File: src/rtl/serial_adder_ctrl_pkg.sv
// Shared definitions for the bit-serial adder controller: state encoding and its width.
package serial_adder_ctrl_pkg;

  localparam int unsigned ST_W = 2;

  localparam logic [ST_W-1:0] ST_IDLE = 2'd0;
  localparam logic [ST_W-1:0] ST_RUN  = 2'd1;
  localparam logic [ST_W-1:0] ST_DONE = 2'd2;

  typedef enum logic [ST_W-1:0] {
    StIdle = ST_IDLE,
    StRun  = ST_RUN,
    StDone = ST_DONE
  } state_e;

endpackage

File: src/rtl/serial_adder_ctrl_if.sv
// Requester-side handshake and result bus of the bit-serial adder.
interface serial_adder_ctrl_if #(
  parameter int unsigned WIDTH = 8
) ();

  logic             start;
  logic [WIDTH-1:0] a;
  logic [WIDTH-1:0] b;
  logic             cin;
  logic             busy;
  logic             done;
  logic [WIDTH-1:0] sum;
  logic             cout;

  modport master (
    output start, a, b, cin,
    input  busy, done, sum, cout
  );

  modport slave (
    input  start, a, b, cin,
    output busy, done, sum, cout
  );

endinterface

File: src/rtl/full_adder_1bit.sv
// Single-bit combinational full adder; the only arithmetic cell of the serial adder.
module full_adder_1bit (
  input  logic a,
  input  logic b,
  input  logic cin,
  output logic s,
  output logic cout
);

  assign s    = a ^ b ^ cin;
  assign cout = (a & b) | (cin & (a ^ b));

endmodule

File: src/rtl/serial_adder_ctrl.sv
// Bit-serial WIDTH-bit adder: operands are latched on start and summed LSB-first,
// one bit per clock, through a single full-adder cell.
module serial_adder_ctrl
  import serial_adder_ctrl_pkg::*;
#(
  parameter int unsigned WIDTH = 8
) (
  input  logic                clk,
  input  logic                rst,
  serial_adder_ctrl_if.slave  bus
);

  localparam int unsigned    CntW    = $clog2(WIDTH);
  localparam logic [CntW-1:0] LastCnt = CntW'(WIDTH - 1);

  state_e           state_q;
  logic [WIDTH-1:0] sa_q;
  logic [WIDTH-1:0] sb_q;
  logic             carry_q;
  logic [CntW-1:0]  cnt_q;
  logic [WIDTH-1:0] sum_q;
  logic             cout_q;

  logic fa_s;
  logic fa_cout;

  full_adder_1bit u_fa (
    .a    (sa_q[0]),
    .b    (sb_q[0]),
    .cin  (carry_q),
    .s    (fa_s),
    .cout (fa_cout)
  );

  always_ff @(posedge clk) begin
    if (rst) begin
      state_q <= StIdle;
      sa_q    <= '0;
      sb_q    <= '0;
      carry_q <= 1'b0;
      cnt_q   <= '0;
      sum_q   <= '0;
      cout_q  <= 1'b0;
    end else begin
      case (state_q)
        StIdle: begin
          if (bus.start) begin
            sa_q    <= bus.a;
            sb_q    <= bus.b;
            carry_q <= bus.cin;
            cnt_q   <= '0;
            sum_q   <= '0;
            cout_q  <= 1'b0;
            state_q <= StRun;
          end
        end
        StRun: begin
          // Result bits enter at the MSB so the sum is LSB-aligned after WIDTH shifts.
          sum_q   <= {fa_s, sum_q[WIDTH-1:1]};
          sa_q    <= sa_q >> 1;
          sb_q    <= sb_q >> 1;
          carry_q <= fa_cout;
          cnt_q   <= cnt_q + CntW'(1);
          if (cnt_q == LastCnt) begin
            cout_q  <= fa_cout;
            state_q <= StDone;
          end
        end
        StDone:  state_q <= StIdle;
        default: state_q <= StIdle;
      endcase
    end
  end

  assign bus.busy = (state_q != StIdle);
  assign bus.done = (state_q == StDone);
  assign bus.sum  = sum_q;
  assign bus.cout = cout_q;

endmodule

File: src/flat_wrapper.sv
// flat-port wrapper written by rule: the top's interface ports become plain ports
module serial_adder_ctrl_flat import serial_adder_ctrl_pkg::*;
#(
  parameter int unsigned WIDTH = 8
)
  (clk, rst, bus_start, bus_a, bus_b, bus_cin, bus_busy, bus_done, bus_sum, bus_cout);
  serial_adder_ctrl_if #(.WIDTH(WIDTH)) bus_i ();
  input  logic clk;
  input  logic rst;
  input wire logic [$bits(bus_i.start)-1:0] bus_start;
  input wire logic [$bits(bus_i.a)-1:0] bus_a;
  input wire logic [$bits(bus_i.b)-1:0] bus_b;
  input wire logic [$bits(bus_i.cin)-1:0] bus_cin;
  output wire logic [$bits(bus_i.busy)-1:0] bus_busy;
  output wire logic [$bits(bus_i.done)-1:0] bus_done;
  output wire logic [$bits(bus_i.sum)-1:0] bus_sum;
  output wire logic [$bits(bus_i.cout)-1:0] bus_cout;
  assign bus_i.start = bus_start;
  assign bus_i.a = bus_a;
  assign bus_i.b = bus_b;
  assign bus_i.cin = bus_cin;
  assign bus_busy = bus_i.busy;
  assign bus_done = bus_i.done;
  assign bus_sum = bus_i.sum;
  assign bus_cout = bus_i.cout;
  serial_adder_ctrl #(.WIDTH(WIDTH)) u_core (.clk(clk), .rst(rst), .bus(bus_i));
endmodule
File: config.mk
export PLATFORM = sky130hd
export DESIGN_NAME = serial_adder_ctrl_flat
export DESIGN_NICKNAME = d
export VERILOG_FILES = /design/src/rtl/serial_adder_ctrl_pkg.sv /design/src/rtl/serial_adder_ctrl_if.sv /design/src/rtl/full_adder_1bit.sv /design/src/rtl/serial_adder_ctrl.sv /design/src/flat_wrapper.sv
export SDC_FILE = /design/constraint.sdc
export NUM_CORES = 1
export LEC_CHECK = 0
export CAP_MARGIN = 20
export CORE_MARGIN = 2
export CORE_UTILIZATION = 45
export DETAILED_ROUTE_END_ITERATION = 10
export GPL_ROUTABILITY_DRIVEN = 0
export PLACE_DENSITY = 0.72
export SYNTH_ARGS = -nofsm -noshare
export SYNTH_HDL_FRONTEND = slang
export SYNTH_SLANG_ARGS = --single-unit
File: constraint.sdc
create_clock -name clk -period 1.4 [get_ports clk]
set_input_delay 0.21 -clock clk [delete_from_list [all_inputs] [get_ports clk]]
set_output_delay 0.21 -clock clk [all_outputs]
set_load 0.02 [all_outputs]
# After elaboration in Yosys (flattened, before gate mapping)
# Index checks and enable logic that the tools add are counted.
# word_totals
input_bits	20
wordCells	40
ff_bits	31
output_inout_bits	11
# classes
add_sub_neg	1
n_reduce_logical	6
bitwise_logic	5
eq_ne	5
n_mux	16
# op_table
cell	count
$pmux 8 s2	3
$mux 8	3
$pmux 3 s2	1
$mux 2	2
$pmux 1 s2	2
$pmux 2 s2	1
$reduce_and 2->1	2
$reduce_bool 2->1	2
$add 3x1->3 const B	1
$eq 3x3->1 const B	1
$mux 1	3
$mux 3	1
$reduce_and 3->1	1
$and 1x1->1	2
$eq 2x1->1 const B	1
$eq 2x2->1 const B	1
$logic_not 2->1	1
$ne 2x1->1 const B	1
$ne 2x2->1 const B	1
$xor 1x1->1	2
$or 1x1->1	1

# Depth between registers and ports, before layout
# Gate-level depths: netlist of run 1.
# depth
ltp_word	5
ltp_mapped	5
ltp_nobuf	5

# Hierarchy
# Synthesis of run 1 repeated with hierarchy kept, for this count alone.
# hier_totals
cells_unflattened	129
hier_area_um2	1292.5
# modules_own_cells
module	area_each_um2	n_inst	seq_area_each_um2	cells_each
serial_adder_ctrl	1272.5	1	620.6	128
full_adder_1bit	20.0	1	0.0	1

# Worst setup path before layout of run 1
# OpenSTA, ideal clock, no wires.
# synth_path
kind	register to register
from	register u_core.sa_q[0]
to	register u_core.sum_q[7], in the netlist u_core.bus.sum[7]
path_stages_with_launch	6
setup_slack_ps	172
path_buffers	0
setup_ps	128
required_ps	1272
synth_period_minus_slack_ps	1228
arrival_time_ps	1100
path_cell_list	dfxtp_1 inv_1 fa_1 inv_1 a22oi_1 nor2_1
# synth_between
elab_chain_cells	3
# synth_rtl
item	line_no	source
start: declaration	serial_adder_ctrl.sv:17	logic [WIDTH-1:0] sa_q;
start signal: assignment	serial_adder_ctrl.sv:48	sa_q <= bus.a;
start signal: assignment	serial_adder_ctrl.sv:60	sa_q <= sa_q >> 1;
$xor 1x1->1 (2 in series)	full_adder_1bit.sv:10	assign s = a ^ b ^ cin;
$pmux 8 s2	serial_adder_ctrl.sv:45	case (state_q)
end signal: assignment	serial_adder_ctrl.sv:59	sum_q <= {fa_s, sum_q[WIDTH-1:1]};
end: declaration	serial_adder_ctrl.sv:21	logic [WIDTH-1:0] sum_q;
# No other way between the ends.
# A chain may end at the register's enable or synchronous reset.

# Final worst setup path of run 1
# layout_path
from	register u_core.state_q[0]
to	output bus_busy
# layout_between
elab_chain_cells	1
# layout_rtl
item	line_no	source
start: declaration	serial_adder_ctrl.sv:16	state_e state_q;
start signal: assignment	serial_adder_ctrl.sv:37	state_q <= StIdle;
start signal: assignment	serial_adder_ctrl.sv:54	state_q <= StRun;
start signal: assignment	serial_adder_ctrl.sv:66	state_q <= StDone;
$reduce_bool 2->1	serial_adder_ctrl.sv:75	assign bus.busy = (state_q != StIdle);
end: declaration	flat_wrapper.sv:14	output wire logic [$bits(bus_i.busy)-1:0] bus_busy;
# No other way between the ends.

==> metrics.cfg, run 1 <==
[outcome]
outcome = finished clean

[die]
die_area_um2 = 3590
initial_core_util = 0.468
core_area_um2 = 3000
io_pins = 31
dieWidth_um = 59.9
die_y_um = 59.9
num_rows = 20

[critical_path]
cp_max_fo = 4
timing.rr.end = u_core.bus.sum[7]$_SDFFE_PP0P_
worst-setup-path-type = flop to output port
critPathLaunch = u_core.state_q[0]$_SDFFE_PP0P_
worstPathRequired_ns = 1.19
cp-end-kind = output port
r2r_cells = 5
start_kind = flop
endpoint = bus_busy
r2r_slack_ns = 0.13
crit_arrival_ns = 1.13
r2r-start = u_core.sa_q[0]$_SDFFE_PP0P_

[placement]
place_ws_ns = -0.0495
port_buffers = 30
dp_hpwl_um = 1960

[power_and_ir_drop]
leakagePower_nw = 0.780
irDropWorstVdd_v = 0.000676
p_per_area_nw_per_um2 = 1010

[final_layout]
fin_nets = 195
insertedDiodeCount = 0
fin_util = 0.618
area_growth_pct = 32.1
drive_above_1_share = 0.237

[routing]
firstDrtPassIters = 4
drc = 0
avgViaCountPerCell = 5.32
antenna_left = 0
drtIter0Drc = 24
wire_per_inst_um = 13.1
drt_wl_total_um = 2700
via_count = 1095

[sta]
finalWorstSetupSlack_ns = 0.0564
relSlewSlack = 0.864
rsz0062_at_grt = false
skew_ns = 0.00729
fin_crit_sh = 0.960
min_period_ns = 1.34
maxSlewViolCount = 0
max_freq_mhz = 744
worst_pin_slew_ns = 0.199
setup_viol = 0
setup_tns_ns = 0
finalHoldViolCount = 0

[global_routing]
antenna_found_initial = 0
grt_pass1_vias = 1091
track_usage = 0.175
grt_overflow = 0
grt_max_degree = 19
grt_pass1_wl_um = 4540

[clock_tree]
cts_htree_levels = 2
cts_tree = built
numCtsBuffers = 5
cts_buffer_depth = 2
clk_pin_slew_ns = 0.09
worst_skew_pair.late_latency_ns = 0.33
ctsHoldBuffers = 0
cts_sinks = 31
clock-root-buffer = clkbuf_4

[yosys]
syn_area_per_cell_um2 = 10.4
ys_types = 27
synth_edf_count = 0
ys_warn_count = 0
ys_async_sr_fraction = 0
synth_seq_area_share = 0.442
ys_seq_elements = 31
synthFlopType = dfxtp_1
synth_nets = 158
syn_area_um2 = 1410
synth_cells = 135

[run]
drv_cap = 0

[hold_path]
hp-class = flop to flop

[repair_timing]
| action | CTS | global route |
|---|---|---|
| hold endpoints to repair | 0 | 0 |
| buffers inserted | 0 | 0 |
| resized for setup | 16 | 4 |
| setup endpoints to repair | 12 | 5 |
[per-stage QoR]
stage / hold WS [ns] / total power [W] / cell area [um2] / cells
after CTS: 0.467 / 0.00190 / 1860 / 206
final: 0.476 / 0.00188 / 1860 / 206
after floorplan: 0.383 / 0.00119 / 1410 / 135
after global placement: 0.469 / 0.00130 / 1800 / 198
after detailed placement: 0.470 / 0.00132 / 1800 / 198
after global routing: 0.476 / 0.00197 / 1860 / 206
[registers in the layout, summed over array words and instances, names as in the netlist]
signal / flops
u_core.bus.sum: 8
u_core.sa_q: 8
u_core.sb_q: 8
u_core.cnt_q: 3
u_core.state_q: 2
u_core.bus.cout: 1
u_core.carry_q: 1
[final cells by class]
cell class | count | area [um2]
fillers | 282 | 1150
inverters | 5 | 18.8
clock buffers | 8 | 68.8
multi-input cells | 88 | 698
well taps | 33 | 41.3
repair buffers | 41 | 407
flip-flops and latches | 31 | 623
[cells in the final DEF, fill, tap and decap left out, drive strengths merged, types with 5 or more instances in the layout]
cell type,netlist,routed
dfxtp,31,31
nor2,27,27
clkdlybuf4s50,0,19
a211oi,17,17
mux2i,15,15
buf,10,12
a22oi,10,10
dlygate4sd2,0,9
clkbuf,1,9
inv,5,5
[worst min-delay path by stage]
stage | start | end | slack, ns | cells past startpoint
5_1_grt | bus_b[7] | u_core.sb_q[7]$_SDFFE_PP0P_ | 0.48 | 3
6_report | u_core.bus.cout$_SDFFE_PP0P_ | u_core.bus.cout$_SDFFE_PP0P_ | 0.48 | 2
4_1_cts | bus_b[7] | u_core.sb_q[7]$_SDFFE_PP0P_ | 0.47 | 3
3_3_place_gp | u_core.bus.cout$_SDFFE_PP0P_ | u_core.bus.cout$_SDFFE_PP0P_ | 0.47 | 2
3_5_place_dp | u_core.bus.cout$_SDFFE_PP0P_ | u_core.bus.cout$_SDFFE_PP0P_ | 0.47 | 2
2_1_floorplan | bus_start | u_core.sa_q[7]$_SDFFE_PP0P_ | 0.38 | 2
[Yosys cell counts, drive strengths merged (2+ instances only)]
cell	count	area, um2
a211oi	17	208
inv	5	18.8
buf	10	63.8
o21ai	2	10.0
a21oi	2	10.0
a22oi	10	75.1
mux2i	15	150
nor2b	2	15.0
nand4bb	2	22.5
ha	2	25.0
nor2	27	101
dfxtp	31	621
[layer usage]
| layer | track usage | vias to the layer above | routed length [um] | part of all wire |
|---|---|---|---|---|
| met1 | 0.197 | 509 | 1220 | 0.45 |
| met2 | 0.297 | 23 | 1300 | 0.48 |
| li1 | - | 555 | - | - |
| met5 | 0 | - | 0 | 0 |
| met4 | 0.0952 | 0 | 63 | 0.023 |
| met3 | 0.0476 | 8 | 115 | 0.043 |
[cells by family (layout without fill, tap and decap cells)]
family | count (synthesis) | after routing | share of synthesized area
DFF | 31 | 31 | 0.442
adders and majority gates | 3 | 3 | 0.0321
buffers and inverters | 16 | 54 | 0.0614
muxes | 15 | 15 | 0.107
and+or+nand+nor | 36 | 36 | 0.121
AOI/OAI and AO/OA | 34 | 34 | 0.237
[worst max-delay path: stages (launching register included)]
cell and delay, ns:
dfxtp_2 0.35, or2_2 0.30, buf_2 0.16
[where the power goes]
part | internal, W | switching (W)
clock network | 0.000295 | 0.000292
registers | 0.000933 | 0.0000290
logic | 0.000175 | 0.000155
total | 0.00140 | 0.000475
(Power assumes the default switching activity.)
==> run 2: changes to the inputs <==
- GPL_TIMING_DRIVEN: not set -> 1
==> results of run 2 <==
Final layout, timing and power as in run 1 (identical DEF).
==> run 3: changes to the inputs <==
- clock period: 1.4 -> 1.6 ns (I/O delays scaled with it)
==> run 3 against run 2 <==
  * Combinational power down 18%
  * Final cell count down 1.9%
  * Via count down 0.46%
  * First-iteration DRC count up 42%
  * Non-clock buffer count down 4
  * Largest cell class unchanged
  * Critical path depth down 1
  * Final area down 2.9%
  * Global-route usage down 0.92 points
  * Register-to-register slack better by 0.07 ns
  * Sequential share of layout area up 0.86 points
==> metrics.cfg, run 3 (synthesized netlist as in run 1, its figures left out) <==
[global_routing]
grt_overflow = 0
grt_pass1_vias = 1030
grt_max_degree = 32
track_usage = 0.166
grt_pass1_wl_um = 4400
antenna_found_initial = 0

[critical_path]
crit_chain = clkdlybuf4s50_1
cp-end-kind = output port
crit_arrival_ns = 1.31
cp_top_family = buffers and inverters
cpMaxStageDelayCell = clkdlybuf4s50_1
worst-setup-path-type = flop to output port
worstPathRequired_ns = 1.36
critical_path_buf_inv_count = 1
max_stage_delay_ns = 0.61
start_kind = flop
cp_max_fo = 3

[clock_tree]
clk_pin_slew_ns = 0.10
clock-root-buffer = clkbuf_4
cts_tree = built
numCtsBuffers = 5
cts_buffer_depth = 2
cts_sinks = 31
cts_htree_levels = 2
ctsHoldBuffers = 0
worst_skew_pair.late_latency_ns = 0.33

[sta]
max_freq_mhz = 647
maxSlewViolCount = 0
rsz0062_at_grt = false
setup_viol = 0
worst_pin_slew_ns = 0.501
setup_tns_ns = 0
skew_ns = 0.00767
min_period_ns = 1.55
fin_crit_sh = 0.966
finalHoldViolCount = 0
relSlewSlack = 0.665

[placement]
dp_hpwl_um = 1880
dp.cells = 194
port_buffers = 30

[power_and_ir_drop]
power_frac_comb = 0.175
irDropWorstVdd_v = 0.000524
clkPwrFrac = 0.283
swShare = 0.274
p_sw_w = 0.000425
seq_power_share = 0.542
intPower_w = 0.00112
p_per_area_nw_per_um2 = 859
leakagePower_nw = 0.755

[die]
num_rows = 20
initial_core_util = 0.468
io_pins = 31
core_area_um2 = 3000
die_y_um = 59.9
dieWidth_um = 59.9
die_area_um2 = 3590

[final_layout]
insertedDiodeCount = 0
final_common_cell = dfxtp_1
nFillCells = 271
drive_above_1_share = 0.195
final_cells = 202
area_growth_pct = 28.3
layout_common_cells = dfxtp_1 (31), nor2_1 (27), clkdlybuf4s50_1 (25)
fin_nets = 191

[routing]
avgViaCountPerCell = 5.40
via_count = 1090
drt_wl_total_um = 2590
antenna_left = 0
firstDrtPassIters = 4
wire_per_inst_um = 12.8
drtIter0Drc = 34
drc = 0

[run]
drv_cap = 0

[hold_path]
hp-class = flop to flop

[outcome]
outcome = finished clean

[run 3: changes by cell type in the layout (fill, tap and decap cells not counted), sizes merged]
cell / previous run / this run
clkinv: 0 / 1
dlymetal6s2s: 0 / 3
clkinvlp: 0 / 1
clkdlybuf4s50: 19 / 25
buf: 12 / 7
clkbuf: 9 / 6
dlygate4sd2: 9 / 2
[run 3: path summary, 6_finish.rpt]
kind         cells after the start  slack (ns)                           end                            from
max                              1        0.05                    bus_sum[1]  u_core.bus.sum[1]$_SDFFE_PP0P_
min reg2reg                      1        0.49  u_core.cnt_q[0]$_SDFFE_PP0P_    u_core.cnt_q[0]$_SDFFE_PP0P_
min                              1        0.49  u_core.cnt_q[0]$_SDFFE_PP0P_    u_core.cnt_q[0]$_SDFFE_PP0P_
max reg2reg                      5        0.20   u_core.sa_q[1]$_SDFFE_PP0P_  u_core.state_q[0]$_SDFFE_PP0P_
[run 3: power by group through the flow]
stage                     logic, W  clock network [W]  registers [W]
after detailed placement  0.000278                  0       0.000857
after floorplan           0.000186                  0       0.000854
after global placement    0.000267                  0       0.000856
after global routing      0.000298           0.000491       0.000845
final                     0.000271           0.000439       0.000839
after CTS                 0.000277           0.000456       0.000840
[run 3: layout make-up]
class / count / area [um2] / share of cell area
multi-input combinational: 88 / 698 / 0.387
inverter: 5 / 18.8 / 0.0104
sequential: 31 / 621 / 0.344
timing repair buffer: 37 / 370 / 0.205
clock buffer: 6 / 41.3 / 0.0229
tap: 33 / 41.3 / 0.0229
clock inverter: 2 / 12.5 / 0.00694
[run 3: repair_timing]
| item | 4_1_cts | 5_1_grt |
|---|---|---|
| buffers inserted | 0 | 0 |
| resized for setup | 2 | 3 |
| setup endpoints to repair | 2 | 3 |
[run 3: metrics by stage]
stage / instance area (um2) / util / worst slack [ns] / hold slack [ns] / power (W)
floorplan: 1410 / - / 0.372 / 0.413 / 0.00104
global placement: 1740 / 0.581 / 0.140 / 0.475 / 0.00112
detailed placement: 1740 / 0.581 / 0.0796 / 0.478 / 0.00114
CTS: 1800 / 0.598 / 0.0232 / 0.493 / 0.00157
global route: 1800 / 0.600 / 0.000616 / 0.506 / 0.00163
finish: 1800 / 0.600 / 0.0537 / 0.489 / 0.00155
[run 3: routing by layer]
layer	vias to the layer above	global-route usage	part of all wire
li1	547	-	-
met1	508	0.190	0.44
met2	28	0.284	0.49
met3	7	0.0584	0.050
met4	0	0.0571	0.017
met5	-	0	0
